### src/rtl/fpu_float_to_int.sv
// Three-stage float-to-integer converter: classify, shift/round, range-check/saturate.
// All stages advance together on a single enable, so a stalled output freezes the whole pipe.
module fpu_float_to_int #(
    parameter int EXP_W = 8,
    parameter int MAN_W = 23,
    parameter int INT_W = 32
) (
    input  logic                 clk,
    input  logic                 rst,
    input  logic                 in_valid,
    output logic                 in_ready,
    input  logic [EXP_W+MAN_W:0] in_data,
    input  logic                 in_signed,
    input  logic [1:0]           in_rmode,
    output logic                 out_valid,
    input  logic                 out_ready,
    output logic [INT_W-1:0]     out_data,
    output logic [2:0]           out_flags
);
    // Unbiased exponent width: wide enough for the full exponent range and for INT_W as a signed value.
    localparam int EW  = (EXP_W + 2 > $clog2(INT_W + 1) + 2) ? EXP_W + 2 : $clog2(INT_W + 1) + 2;
    localparam int FB  = MAN_W + 1;
    localparam int AW  = INT_W + 1 + FB;
    localparam int SHW = $clog2(INT_W + 1);

    localparam logic signed [EW-1:0] BIAS    = EW'((2 ** (EXP_W - 1)) - 1);
    localparam logic signed [EW-1:0] INT_W_E = EW'(INT_W);
    localparam logic [INT_W:0]   SMIN_MAG = {2'b01, {(INT_W-1){1'b0}}};
    localparam logic [INT_W:0]   SMAX_MAG = SMIN_MAG - (INT_W+1)'(1);
    localparam logic [INT_W-1:0] MAX_S    = {1'b0, {(INT_W-1){1'b1}}};
    localparam logic [INT_W-1:0] MIN_S    = {1'b1, {(INT_W-1){1'b0}}};
    localparam logic [INT_W-1:0] MAX_U    = '1;

    logic adv;

    // Stage 1 registers
    logic                 s1_valid_q;
    logic                 s1_sign_q;
    logic signed [EW-1:0] s1_exp_q;
    logic [MAN_W-1:0]     s1_frac_q;
    logic                 s1_small_q;
    logic                 s1_nan_q;
    logic                 s1_inf_q;
    logic                 s1_signed_q;
    logic [1:0]           s1_rmode_q;

    // Stage 2 registers
    logic                 s2_valid_q;
    logic                 s2_sign_q;
    logic                 s2_signed_q;
    logic                 s2_nan_q;
    logic                 s2_big_q;
    logic [INT_W:0]       s2_mag_q;
    logic                 s2_inexact_q;

    // Output registers
    logic                 out_valid_q;
    logic [INT_W-1:0]     out_data_q;
    logic [2:0]           out_flags_q;

    logic [EXP_W-1:0]     in_exp;
    logic [MAN_W-1:0]     in_frac;
    logic signed [EW-1:0] exp_d;
    logic                 in_small;
    logic                 in_special;

    logic [AW-1:0]        acc;
    logic [SHW-1:0]       sh;
    logic [INT_W:0]       int_part;
    logic                 guard;
    logic                 sticky;
    logic                 oor;
    logic                 inc;
    logic [INT_W:0]       mag_d;

    logic                 range_ovf;
    logic [INT_W-1:0]     mag_lo;
    logic [INT_W-1:0]     max_pos;
    logic [INT_W-1:0]     sat_neg;
    logic [INT_W-1:0]     out_data_d;
    logic [2:0]           out_flags_d;

    assign adv       = ~out_valid_q | out_ready;
    assign in_ready  = adv;
    assign out_valid = out_valid_q;
    assign out_data  = out_data_q;
    assign out_flags = out_flags_q;

    assign in_exp     = in_data[EXP_W+MAN_W-1:MAN_W];
    assign in_frac    = in_data[MAN_W-1:0];
    assign in_small   = (in_exp == '0);
    assign in_special = &in_exp;
    assign exp_d      = $signed({{(EW-EXP_W){1'b0}}, in_exp}) - BIAS;

    always_ff @(posedge clk or posedge rst) begin
        if (rst) begin
            s1_valid_q  <= 1'b0;
            s1_sign_q   <= 1'b0;
            s1_exp_q    <= '0;
            s1_frac_q   <= '0;
            s1_small_q  <= 1'b0;
            s1_nan_q    <= 1'b0;
            s1_inf_q    <= 1'b0;
            s1_signed_q <= 1'b0;
            s1_rmode_q  <= 2'b00;
        end else if (adv) begin
            s1_valid_q <= in_valid;
            if (in_valid) begin
                s1_sign_q   <= in_data[EXP_W+MAN_W];
                s1_exp_q    <= exp_d;
                s1_frac_q   <= in_frac;
                s1_small_q  <= in_small;
                s1_nan_q    <= in_special & (in_frac != '0);
                s1_inf_q    <= in_special & (in_frac == '0);
                s1_signed_q <= in_signed;
                s1_rmode_q  <= in_rmode;
            end
        end
    end

    // The accumulator carries FB fraction bits; shifting {1,F} left by e+1 lines
    // the binary point up at bit FB, leaving guard at FB-1 and sticky below it.
    always_comb begin
        acc      = '0;
        sh       = SHW'(s1_exp_q) + SHW'(1);
        int_part = '0;
        guard    = 1'b0;
        sticky   = 1'b0;
        oor      = 1'b0;
        if (s1_small_q) begin
            sticky = |s1_frac_q;
        end else if (s1_exp_q[EW-1]) begin
            guard  = &s1_exp_q;
            sticky = (&s1_exp_q) ? (|s1_frac_q) : 1'b1;
        end else if (s1_exp_q >= INT_W_E) begin
            oor = 1'b1;
        end else begin
            acc      = AW'({1'b1, s1_frac_q}) << sh;
            int_part = acc[AW-1:FB];
            guard    = acc[FB-1];
            sticky   = |acc[FB-2:0];
        end

        case (s1_rmode_q)
            2'b00:   inc = guard & (sticky | int_part[0]);
            2'b01:   inc = 1'b0;
            2'b10:   inc = s1_sign_q & (guard | sticky);
            default: inc = ~s1_sign_q & (guard | sticky);
        endcase
        mag_d = int_part + {{INT_W{1'b0}}, inc};
    end

    always_ff @(posedge clk or posedge rst) begin
        if (rst) begin
            s2_valid_q   <= 1'b0;
            s2_sign_q    <= 1'b0;
            s2_signed_q  <= 1'b0;
            s2_nan_q     <= 1'b0;
            s2_big_q     <= 1'b0;
            s2_mag_q     <= '0;
            s2_inexact_q <= 1'b0;
        end else if (adv) begin
            s2_valid_q <= s1_valid_q;
            if (s1_valid_q) begin
                s2_sign_q    <= s1_sign_q;
                s2_signed_q  <= s1_signed_q;
                s2_nan_q     <= s1_nan_q;
                s2_big_q     <= s1_inf_q | oor;
                s2_mag_q     <= mag_d;
                s2_inexact_q <= guard | sticky;
            end
        end
    end

    // Negative values in unsigned mode are only legal when they round to zero.
    always_comb begin
        mag_lo = s2_mag_q[INT_W-1:0];
        if (s2_signed_q) begin
            range_ovf = s2_sign_q ? (s2_mag_q > SMIN_MAG) : (s2_mag_q > SMAX_MAG);
        end else begin
            range_ovf = s2_sign_q ? (s2_mag_q != '0) : s2_mag_q[INT_W];
        end
        max_pos = s2_signed_q ? MAX_S : MAX_U;
        sat_neg = s2_signed_q ? MIN_S : '0;

        if (s2_nan_q) begin
            out_data_d  = max_pos;
            out_flags_d = 3'b100;
        end else if (s2_big_q | range_ovf) begin
            out_data_d  = s2_sign_q ? sat_neg : max_pos;
            out_flags_d = 3'b010;
        end else begin
            out_data_d  = s2_sign_q ? -mag_lo : mag_lo;
            out_flags_d = {2'b00, s2_inexact_q};
        end
    end

    always_ff @(posedge clk or posedge rst) begin
        if (rst) begin
            out_valid_q <= 1'b0;
            out_data_q  <= '0;
            out_flags_q <= 3'b000;
        end else if (adv) begin
            out_valid_q <= s2_valid_q;
            if (s2_valid_q) begin
                out_data_q  <= out_data_d;
                out_flags_q <= out_flags_d;
            end
        end
    end

endmodule

### config.mk
export PLATFORM = sky130hd
export DESIGN_NAME = fpu_float_to_int
export DESIGN_NICKNAME = d
export VERILOG_FILES = /design/src/rtl/fpu_float_to_int.sv
export SDC_FILE = /design/constraint.sdc
export NUM_CORES = 1
export LEC_CHECK = 0
export CAP_MARGIN = 20
export CORE_MARGIN = 2
export CORE_UTILIZATION = 40
export DETAILED_ROUTE_END_ITERATION = 8
export HOLD_SLACK_MARGIN = 0.15
export PLACE_DENSITY = 0.6
export SLEW_MARGIN = 5
export SYNTH_ARGS = -nofsm -noshare
export SYNTH_HDL_FRONTEND = slang
export SYNTH_SLANG_ARGS = --single-unit
export TNS_END_PERCENT = 1
### constraint.sdc
create_clock -name clk -period 5.6 [get_ports clk]
set_input_delay 0.84 -clock clk [delete_from_list [all_inputs] [get_ports clk]]
set_output_delay 0.84 -clock clk [all_outputs]
set_load 0.1 [all_outputs]
==> qor.yml <==
power_spent_charging_and_discharging_nets_mw: 3.67
synth_async_sr_flop_share_pct: 100
critical_path.cell_chain: "inv_1 -> ha_1 -> buf_4 -> mux4_1 -> mux4_2 -> a21oi_1 -> nor4bb_1 -> a41oi_1 -> nor2_1 -> a211oi_1 -> o21a_1 -> ha_1 -> ha_1 -> nand2_1 -> and3b_1 -> a211o_1 -> a31oi_1"
grt.overflow.total: 0
post_cts_buffers: 0
postSynthNetCount: 1073
synthFlopType: "dfrtp_1"
combinationalPowerShare_pct: 62.6
cellLeakagePower_nw: 4.08
ys_seq_area_share_pct: 31.3
ff2ff_path_depth: 17
antenna_found_initial: 0
cts_tree: "built"
max_cap_violations: 0
groute.usage.overall_pct: 24.3
grt_start_max_net_pins: 74
hp-start: "out_flags[2]$_DFFE_PP0P_"
clock-root-buffer: "clkbuf_16"
cts_sinks: 115
design.core.area_um2: 22600
max_slew.worst_pin.slew_ns: 0.977
synth-warning-count: 0
setup_violations: 0
nNetsFinal: 1116
start_util_pct: 40.7
chipHeight_um: 156
ff2ff_setup_slack_ns: 0.80
timing.setup.critical_path_class: "reg2reg"
finalCritPeriodShare_pct: 85.8
end_kind: "flop"
synth_edf_count: 0
ys_ff_latch: 115
clk_latency_ns: 0.44
final_antenna_net_count: 0
finalHoldWorstSlack_ns: 0.473
rsz_0062_raised_after_global_routing: "false"
layout-drive-gt1-share_pct: 14.0
drt_iter0_markers: 490
worst_slack_ns: 0.796
pwr-share-clk_pct: 16.4
timing.critical_path.fanout_max: 20
min_path_type: "reg2reg"
data_arrival_time_of_the_worst_path_ns: 5.17
timing_max_transition_violations_final: 0
status: "complete, no violations"
cts-root-to-sink-buffers: 2
critPathMaxStageDelay_ns: 0.67
drc_violation_count_after_routing: 0
dr_total_vias: 8423
die_width_um: 156
critPathLaunchType: "flop"
power.switching_fraction_pct: 53.8
post_syn_area_um2: 9190
power-per-cell-area_nw_per_um2: 647
gp_congestion: 1.02
holdPathEnd: "out_flags[2]$_DFFE_PP0P_"
min_period_ns: 4.80
first_pass_grt_wire_length_mm: 46.2
dp.final_hpwl_mm: 21.4
timing.setup.tns_ns: 0
wl_per_cell_um: 21.1
port_buffers: 75
clk_pin_slew_worst_paths_ns: 0.07
io_pins: 76
cts_hold_repair.buffers: 0
peakVddDrop_mv: 0.272
post_synth_num_cell_types: 102
number_of_failing_hold_endpoints_at_the_final_stage: 0
critical_path.slowest_cell: "mux4_1"
synthCells: 1024
crit_path_frequent_cell: "ha_1"
hold_path_depth: 2
post_cts_resized: 0
drt_pass1_iterations: 8
die_area_um2: 24200
first_global_vias: 8004
drt_wl_total_mm: 28.9
drt-vias-per-instance: 6.17
synthesis.area_per_instance_um2: 8.97
worst-endpoint-required_ns: 5.96
finClkSkew_ns: 0.0143
floorplan.rows: 55
antenna_cells_inserted: 0
intPower_mw: 3.14
htree_num_levels: 4
worstReg2RegStart: "s1_exp_q[1]$_DFFE_PP0P_"
synthToLayoutAreaGrowth_pct: 14.6
post-place-ws_ns: 0.808
share_seq_of_total_power_pct: 20.9
numCtsBuffers: 17
timing.rr.end: "s2_mag_q[14]$_DFFE_PP0P_"
slew_headroom_pct: 34.7
fmaxAchievable_mhz: 208
## registers in the layout (all words and copies together), names as in the netlist
| signal | count |
|---|---|
| s2_sign_q | 1 |
| s1_rmode_q | 2 |
| s2_big_q | 1 |
| s2_inexact_q | 1 |
| s1_valid_q | 1 |
| s1_exp_q | 9 |
| s1_signed_q | 1 |
| s1_small_q | 1 |
| out_data | 32 |
| out_flags | 3 |
| s2_nan_q | 1 |
| s1_nan_q | 1 |
| s2_signed_q | 1 |
| s1_sign_q | 1 |
| s2_mag_q | 33 |
| s2_valid_q | 1 |
| s1_inf_q | 1 |
| out_valid | 1 |
| s1_frac_q | 23 |
## worst max path at each step
stage,start,end,depth (start not counted)
final,s1_exp_q[1]$_DFFE_PP0P_,s2_mag_q[14]$_DFFE_PP0P_,17
after global routing,s1_exp_q[1]$_DFFE_PP0P_,s2_mag_q[22]$_DFFE_PP0P_,17
after CTS,s1_exp_q[1]$_DFFE_PP0P_,s2_mag_q[14]$_DFFE_PP0P_,17
after detailed placement,s1_exp_q[1]$_DFFE_PP0P_,s2_mag_q[14]$_DFFE_PP0P_,17
after global placement,s1_exp_q[1]$_DFFE_PP0P_,s2_mag_q[14]$_DFFE_PP0P_,17
after floorplan,s1_exp_q[0]$_DFFE_PP0P_,s2_mag_q[14]$_DFFE_PP0P_,25
## cell families after synthesis
logic type	synth area share [%]
adders and majority gates	1.36
xor gates and xnor gates	3.83
muxes	14.9
AOI/OAI and AO/OA	19.2
buffers and inverters	6.45
and+or+nand+nor	23.0
DFF	31.3
## power groups by stage
stage	logic, mW	registers [mW]	clock network (mW)
floorplan	2.44	2.19	0
global placement	4.22	1.43	0
detailed placement	4.21	1.44	0
CTS	4.23	1.42	1.13
global route	4.54	1.47	1.16
finish	4.27	1.43	1.12
## critical path: cells and delay by family, from the launching register on
| kind | cells | cell delay (ns) |
|---|---|---|
| AOI/OAI and AO/OA | 6 | 0.99 |
| adders and majority gates | 3 | 0.88 |
| buffers and inverters | 2 | 0.38 |
| DFF | 1 | 0.47 |
| muxes | 2 | 1.18 |
| and+or+nand+nor | 4 | 0.82 |
## through the flow
stage	total power [mW]	cell area, um^2	utilization (%)	instances
after floorplan	4.63	9190	-	1024
after global placement	5.65	9950	44.1	1333
after detailed placement	5.65	9950	44.1	1333
after CTS	6.79	10500	46.7	1365
after global routing	7.17	10500	46.7	1365
final	6.81	10500	46.7	1365
## per-layer routing
layer	global-route usage (%)	part of all wire [%]	routed length, um
met2	40.1	48	13800
met1	31.7	44	12600
met5	0	0	0
met3	3.92	5.1	1470
met4	10.2	3.5	1000
## Yosys cell counts, types with 19 or more instances
cell / n / share of area [%]
nor2_1: 74 / 3.0
dfrtp_1: 115 / 31
a21oi_1: 68 / 3.7
mux2i_1: 29 / 3.2
nand3_1: 46 / 2.5
nor3_1: 37 / 2.0
clkbuf_1: 35 / 1.4
o21ai_0: 53 / 2.9
nor4_1: 19 / 1.3
mux2_2: 41 / 5.0
nand2_1: 137 / 5.6
nand4_1: 27 / 1.8
## placed cells by master, fill, tap and decap left out, drive strengths merged, types with 8 or more instances in the layout
master	Yosys	layout
a211oi	14	14
a21o	8	8
a21oi	68	68
a31oi	15	15
and3	11	11
buf	35	23
clkbuf	39	20
clkdlybuf4s50	0	75
dfrtp	115	115
ha	10	10
inv	16	18
mux2	42	42
mux2i	31	31
mux4	23	23
nand2	139	139
nand2b	9	9
nand3	47	47
nand4	27	27
nor2	75	75
nor3	38	38
nor4	21	21
o21ai	57	57
o22ai	10	10
o311ai	10	10
o31ai	17	17
or3	13	13
or4	8	8
xnor2	19	19
xor2	13	13
## final cells by class
| type | instances | area, um^2 |
|---|---|---|
| clock buffers | 20 | 447 |
| repair buffers | 98 | 923 |
| clock inverters | 12 | 131 |
| flip-flops and latches | 115 | 2880 |
| fillers | 2226 | 12000 |
| well taps | 285 | 357 |
| multi-input cells | 818 | 5730 |
| inverters | 17 | 66.3 |
Note: power is estimated with default switching activity, not from simulation.
